==> config.mk <==
export PLATFORM = sky130hd
export DESIGN_NAME = fft_peak_finder
export DESIGN_NICKNAME = d
export VERILOG_FILES = /design/src/rtl/fft_peak_finder.sv
export SDC_FILE = /design/constraint.sdc
export NUM_CORES = 2
export LEC_CHECK = 0
export ABC_AREA = 1
export ABC_CLOCK_PERIOD_IN_PS = 12870
export BUFFER_PORTS_ARGS = -buffer_cell sky130_fd_sc_hd__buf_2
export CAP_MARGIN = 20
export CORE_MARGIN = 2
export CORE_UTILIZATION = 53
export DETAILED_ROUTE_END_ITERATION = 6
export GPL_TIMING_DRIVEN = 1
export PLACE_DENSITY_LB_ADDON = 0.05
export SYNTH_ARGS = -nofsm -noshare
export SYNTH_HDL_FRONTEND = slang
export SYNTH_SLANG_ARGS = --single-unit
==> constraint.sdc <==
create_clock -name clk_in -period 12.87 [get_ports clk_in]
set_input_delay 1.287 -clock clk_in [delete_from_list [all_inputs] [get_ports clk_in]]
set_output_delay 1.287 -clock clk_in [all_outputs]
set_load 0.1 [all_outputs]
==> src/rtl/fft_peak_finder.sv <==
// Finds the strongest positive-frequency bin of each AXI-stream FFT output frame
// and reports its index and magnitude-squared, flagging malformed frames.
module fft_peak_finder #(
  parameter int FFT_LENGTH = 1024,
  parameter int MIN_BIN    = 1,
  parameter int MAX_BIN    = 511
) (
  input  logic                          clk_in,
  input  logic                          rst_in,
  input  logic [31:0]                   fft_data_in,
  input  logic                          fft_valid_in,
  input  logic                          fft_last_in,
  output logic                          fft_ready_out,
  output logic [$clog2(FFT_LENGTH)-1:0] peak_bin_out,
  output logic [31:0]                   peak_mag_out,
  output logic                          peak_valid_out,
  output logic                          frame_error_out
);

  localparam int BIN_W = $clog2(FFT_LENGTH);

  typedef enum logic [1:0] {IDLE, ACCUM, DRAIN, REPORT} state_t;

  state_t state, state_nxt;

  logic             armed;
  logic             drain_cnt;
  logic             frame_err;
  logic [BIN_W-1:0] bin_cnt;
  logic             accept;
  logic             at_final;
  logic             frame_end;

  logic                    s1_valid;
  logic signed [15:0]      s1_re, s1_im;
  logic [BIN_W-1:0]        s1_bin;
  logic signed [30:0]      re_ext, im_ext;
  logic signed [30:0]      re_sq, im_sq;

  logic                    s2_valid;
  logic [30:0]             s2_rr, s2_ii;
  logic [BIN_W-1:0]        s2_bin;

  logic [31:0]             mag_sum;
  logic [31:0]             base_mag;
  logic [BIN_W-1:0]        base_bin;
  logic [31:0]             s2_bin_ext;
  logic                    in_range;
  logic                    take;
  logic [31:0]             run_mag;
  logic [BIN_W-1:0]        run_bin;

  // armed keeps tready low while reset is held and for the edge it is released on
  assign fft_ready_out = armed && (state == IDLE || state == ACCUM);
  assign accept        = fft_valid_in && fft_ready_out;
  assign at_final      = (bin_cnt == BIN_W'(FFT_LENGTH - 1));
  assign frame_end     = accept && (fft_last_in || at_final);

  always_ff @(posedge clk_in or posedge rst_in) begin
    if (rst_in) begin
      state     <= IDLE;
      armed     <= 1'b0;
      drain_cnt <= 1'b0;
      bin_cnt   <= '0;
      frame_err <= 1'b0;
    end else begin
      state     <= state_nxt;
      armed     <= 1'b1;
      drain_cnt <= (state == DRAIN) && !drain_cnt;
      if (frame_end)
        bin_cnt <= '0;
      else if (accept)
        bin_cnt <= bin_cnt + 1'b1;
      // tlast and the final counter value must coincide for a well-formed frame
      if (frame_end)
        frame_err <= fft_last_in ^ at_final;
    end
  end

  always_comb begin
    state_nxt = state;
    case (state)
      IDLE:    if (accept) state_nxt = frame_end ? DRAIN : ACCUM;
      ACCUM:   if (frame_end) state_nxt = DRAIN;
      DRAIN:   if (drain_cnt) state_nxt = REPORT;
      REPORT:  state_nxt = IDLE;
      default: state_nxt = IDLE;
    endcase
  end

  // Operands are widened to 31 bits; a square of a 16-bit value never exceeds 2^30
  assign re_ext = {{15{s1_re[15]}}, s1_re};
  assign im_ext = {{15{s1_im[15]}}, s1_im};
  assign re_sq  = re_ext * re_ext;
  assign im_sq  = im_ext * im_ext;

  always_ff @(posedge clk_in or posedge rst_in) begin
    if (rst_in) begin
      s1_valid <= 1'b0;
      s1_re    <= '0;
      s1_im    <= '0;
      s1_bin   <= '0;
      s2_valid <= 1'b0;
      s2_rr    <= '0;
      s2_ii    <= '0;
      s2_bin   <= '0;
    end else begin
      s1_valid <= accept;
      if (accept) begin
        s1_re  <= fft_data_in[31:16];
        s1_im  <= fft_data_in[15:0];
        s1_bin <= bin_cnt;
      end
      s2_valid <= s1_valid;
      if (s1_valid) begin
        s2_rr  <= re_sq;
        s2_ii  <= im_sq;
        s2_bin <= s1_bin;
      end
    end
  end

  // Bin 0 marks a new frame, so the running peak restarts from MIN_BIN with zero
  assign mag_sum    = {1'b0, s2_rr} + {1'b0, s2_ii};
  assign base_mag   = (s2_bin == '0) ? 32'd0 : run_mag;
  assign base_bin   = (s2_bin == '0) ? BIN_W'(MIN_BIN) : run_bin;
  assign s2_bin_ext = 32'(s2_bin);
  assign in_range   = (s2_bin_ext >= 32'(MIN_BIN)) && (s2_bin_ext <= 32'(MAX_BIN));
  assign take       = in_range && (mag_sum > base_mag);

  always_ff @(posedge clk_in or posedge rst_in) begin
    if (rst_in) begin
      run_mag         <= '0;
      run_bin         <= '0;
      peak_valid_out  <= 1'b0;
      frame_error_out <= 1'b0;
      peak_bin_out    <= '0;
      peak_mag_out    <= '0;
    end else begin
      if (s2_valid) begin
        run_mag <= take ? mag_sum : base_mag;
        run_bin <= take ? s2_bin : base_bin;
      end
      peak_valid_out  <= (state == REPORT);
      frame_error_out <= (state == REPORT) && frame_err;
      if (state == REPORT) begin
        peak_bin_out <= run_bin;
        peak_mag_out <= run_mag;
      end
    end
  end

endmodule

# --- Word-level counts from Yosys, hierarchy flattened ---
# Index checks and enable logic that the tools add are counted.
totals:
  in_bits: 36
  word_cells: 61
  reg_bits: 217
classes:
  n_eq_ne: 7
  add_sub_neg: 2
  n_mul: 2
  n_reduce_logical: 16
  order_cmp: 3
  n_bitwise: 1
  muxes: 11
op_table:
  columns: ["cell", "count"]
  rows:
  - ["$mux 32", 2]
  - ["$mul 16x16->31", 2]
  - ["$mux 10", 4]
  - ["$add 31x31->32", 1]
  - ["$gt 32x32->1", 1]
  - ["$add 10x1->10 const B", 1]
  - ["$eq 10x10->1 const B", 1]
  - ["$ge 10x1->1 const B", 1]
  - ["$le 10x9->1 const B", 1]
  - ["$logic_not 10->1", 1]
  - ["$mux 2", 4]
  - ["$pmux 2 s4", 1]
  - ["$logic_and 1x1->1", 7]
  - ["$ne 2x2->1 const B", 3]
  - ["$eq 2x2->1 const B", 2]
  - ["$reduce_bool 2->1", 2]
  - ["$reduce_and 3->1", 1]
  - ["$eq 2x1->1 const B", 1]
  - ["$logic_not 2->1", 1]
  - ["$logic_or 1x1->1", 2]
  - ["$reduce_and 2->1", 1]
  - ["$logic_not 1->1", 1]
  - ["$xor 1x1->1", 1]

# --- Logic depth before layout (Yosys ltp) ---
depth:
  ltp_word: 8
  ltp_mapped: 28
  depth_no_buf: 27

# --- Worst setup path after synthesis ---
# OpenSTA, ideal clock, no wires.
synth_timing:
  path_type: "reg2reg"
  start: "reg s1_re[15]"
  end: "reg s2_rr[29]"
  path_buffers: 2
  arrival_ns: 5.640
  path_stages_with_launch: 24
  path_slack_ns: 7.111
  cell_sequence: "dfrtp_1 clkbuf_1 buf_1 nand2_1 fa_1 inv_1 fa_1 inv_1 fa_1 fa_1 inv_1 fa_1 inv_1 fa_1 inv_1 ha_1 nand2_1 nor3_1 nand2_1 or2_2 nand3_1 nand2_1 nand3_1 nand2_1"
synth_via:
  elab_chain_len: 1
synth_lines:
  columns: ["element", "line_no", "rtl"]
  rows:
  - ["from (decl)", "35", "logic signed [15:0] s1_re, s1_im;"]
  - ["from (signal assigned)", "110", "s1_re <= fft_data_in[31:16];"]
  - ["$mul 16x16->31", "94", "assign re_sq = re_ext * re_ext;"]
  - ["to (signal assigned)", "116", "s2_rr <= re_sq;"]
  - ["to (decl)", "41", "logic [30:0] s2_rr, s2_ii;"]
# Every way passes these cells.
# A chain may end at the register's enable or synchronous reset.

# --- Worst setup path after layout ---
# Ends and elaborated chain as after synthesis.

==> flow_summary.toml <==
[sta]
relSlewSlack = 0.3679
final-max-slew-violation-count = 0
timing.final.crit_share = 0.5135
fmax_ghz = 0.1513
worst_clock_skew_ps = 16.44
grt_setup_unrepaired = "no"
finalCriticalPeriod_ps = 6609
finalHoldViolations = 0
finalSetupViolations = 0
tightest_slew_ps = 948.1
totalNegativeSetupSlack_ps = 0

[logic_synthesis]
synthesis.area_sq_um = 30220
synth.lib_cells_used.distinct = 43
ys_ff_latch = 215
netlist.top_cell.by_area = "fa_1"
synth_cells = 3855
async_reset_ff_frac = 1.000
synth_top_flop_cell = "dfrtp_1"
mappedNetlistNets = 4587
yosysWarningCount = 0
synthTopCellsByArea = "fa_1 30%, dfrtp_1 18%, inv_1 12%, nand2_1 12%, ha_1 9.9%"
synth.most_common_cell = "inv_1"
synth.top_cells.by_count = "999 x inv_1, 997 x nand2_1, 458 x fa_1"
syn_avg_cell_area_sq_um = 7.839
yosysTopAreaCellShare = 0.3034
synth_enable_flop_cells = 0
yosysSeqAreaShare = 0.1780

[critical_path]
crit_path_start_kind = "flip-flop"
required_ps = 13360
worst_path_dominant_cell_family = "adder cells"
timing.critical_path.arrival_ps = 7090
critPathKind = "flip-flop to flip-flop"
worst_path_most_repeated_cell = "fa_1"
cpPeakStageDelay_ps = 930
crit_path_end_kind = "flip-flop"
crit_path_cell_trace = "clkinv_1 > nor2_1 > xnor2_1 > ha_1 > a31o_2 > fa_1 > fa_1 > fa_1 > fa_1 > inv_1 > fa_1 > inv_1 > ha_1 > a21oi_1 > o21ai_0 > a21oi_1 > or2_2 > nand4_1 > nand3_1 > nand2_1"
critPathMaxFanout = 24
worst_path_max_delay_cell = "dfrtp_1"
critical_path.n_buffers_inverters = 3

[layout]
diodes = 0
footprint_of_the_multi_input_gates_sq_um = 20610
num-fill-cells = 5472
syn_to_final_growth_pct = 6.832
register_area_sq_um = 5381
nNetsFinal = 4598
share_of_post_route_cells_with_drive_strength_above_1 = 0.05837

[detailed_routing]
drt-pass1-iter-count = 6
wl_per_cell_um = 15.16
drt.antenna.violating_nets = 0
finalWirelength_um = 70410
drt_iter0_drc = 1219
via_per_inst = 4.974
drc_errors = 0
via_count = 23105

[placed_design]
place_hpwl_um = 58180
gp_routability_congestion = 0.9728
io_buffers = 80

[grt]
antenna_found_initial = 0
grt_overflow_total = 0
grt_pass1_wl_um = 119800
track_usage = 0.2505
grt_max_degree = 100
via_count_of_the_first_global_routing_pass = 23669

[clocking]
tritoncts_num_sinks = 215
number_of_hold_repair_buffers_added_at_the_cts_stage = 0
cts_buffers = 29
cell_at_the_root_of_the_clock_tree = "clkbuf_16"
ctsLongestPathBuffers = 3
clk-insertion-delay-late_ps = 600
cts_setup_buffers = 0
cts_tree = "done"
cts_max_level = 1
worst_setup_hold_path_clk_slew_ps = 60
post_cts_resize_count = 0

[die]
area_of_the_core_sq_um = 56390
die_h_um = 242.8
start_util = 0.5359
num_rows = 87
full_die_area_sq_um = 58940
ioPinCount = 81
horizontal_die_dimension_um = 242.8

[hold_path]
hold_class = "flip-flop to flip-flop"

[run]
maxCapViolations = 0

[status]
status = "completed"
==> state kept, by name, summed over array words and instances, names as in the netlist, 2 cells and up <==
signal	cells
s1_re	16
bin_cnt	10
s2_bin	10
s1_im	16
run_mag	32
peak_mag_out	32
state	2
s2_ii	30
run_bin	10
s1_bin	10
peak_bin_out	10
s2_rr	30
==> cells in the final DEF (no fill, tap or decap), drive strengths merged, types with 12 or more instances in the layout <==
master     n
ha       238
nor3      35
fa       458
xor2      37
nand2   1002
o21ai    110
nand3    154
inv     1004
or2       13
a21oi    109
buf       95
nand3b    12
xnor2     26
nand4     41
dfrtp    215
nor2     179
o21bai    18
a31oi     20
mux2      41
clkbuf    33
==> kinds of logic after synthesis <==
logic type,Yosys count,synth area share
compound gates,275,0.04997
other cells,1,0.0001241
fa+ha+maj,696,0.4020
buf+inv,1118,0.1399
xor+xnor,63,0.01826
flops,215,0.1780
simple gates,1446,0.1964
mux,41,0.01528
==> metrics by stage <==
stage	instances	instance area [sq um]	setup WS, ps	hold slack (ps)	utilization
global route	4645	32280	5928	442.5	0.5725
finish	4645	32280	6261	416.8	0.5725
detailed placement	4589	31210	6340	412.8	0.5535
CTS	4643	32240	6313	420.8	0.5717
floorplan	3855	30220	5704	351.9	-
global placement	4589	31210	6384	409.5	0.5535
==> area by class of cell <==
| type | count | share of cell area |
|---|---|---|
| multi-input cells | 2522 | 0.6385 |
| flip-flops and latches | 215 | 0.1667 |
| inverters | 1003 | 0.1169 |
| well taps | 756 | 0.02930 |
| clock buffers | 33 | 0.02387 |
| repair buffers | 95 | 0.01690 |
| clock inverters | 21 | 0.007906 |
==> metal layers <==
metal,vias to the layer above,global-route usage,wire length [um],share of wire
li1,11461,-,-,-
met1,11162,0.3573,32600,0.46
met2,412,0.4187,33340,0.47
met3,70,0.02753,3222,0.046
met4,0,0.04529,1248,0.018
met5,-,0,0,0
==> path summary, 6_finish.rpt <==
kind / start / end / slack (ps) / cells past startpoint
worst max register to register: s1_re[15] / s2_rr[29] / 6260 / 20
worst min register to register: drain_cnt / drain_cnt / 420 / 1
max in group asynchronous: rst_in / s1_re[1] / 10600 / 3
min in group asynchronous: rst_in / peak_bin_out[6] / 800 / 2
worst min-delay path: drain_cnt / drain_cnt / 420 / 1
worst max-delay path: s1_re[15] / s2_rr[29] / 6260 / 20
Power is not shown: default switching activity piles up to over one toggle a cycle in this logic, so the estimate is an artifact.
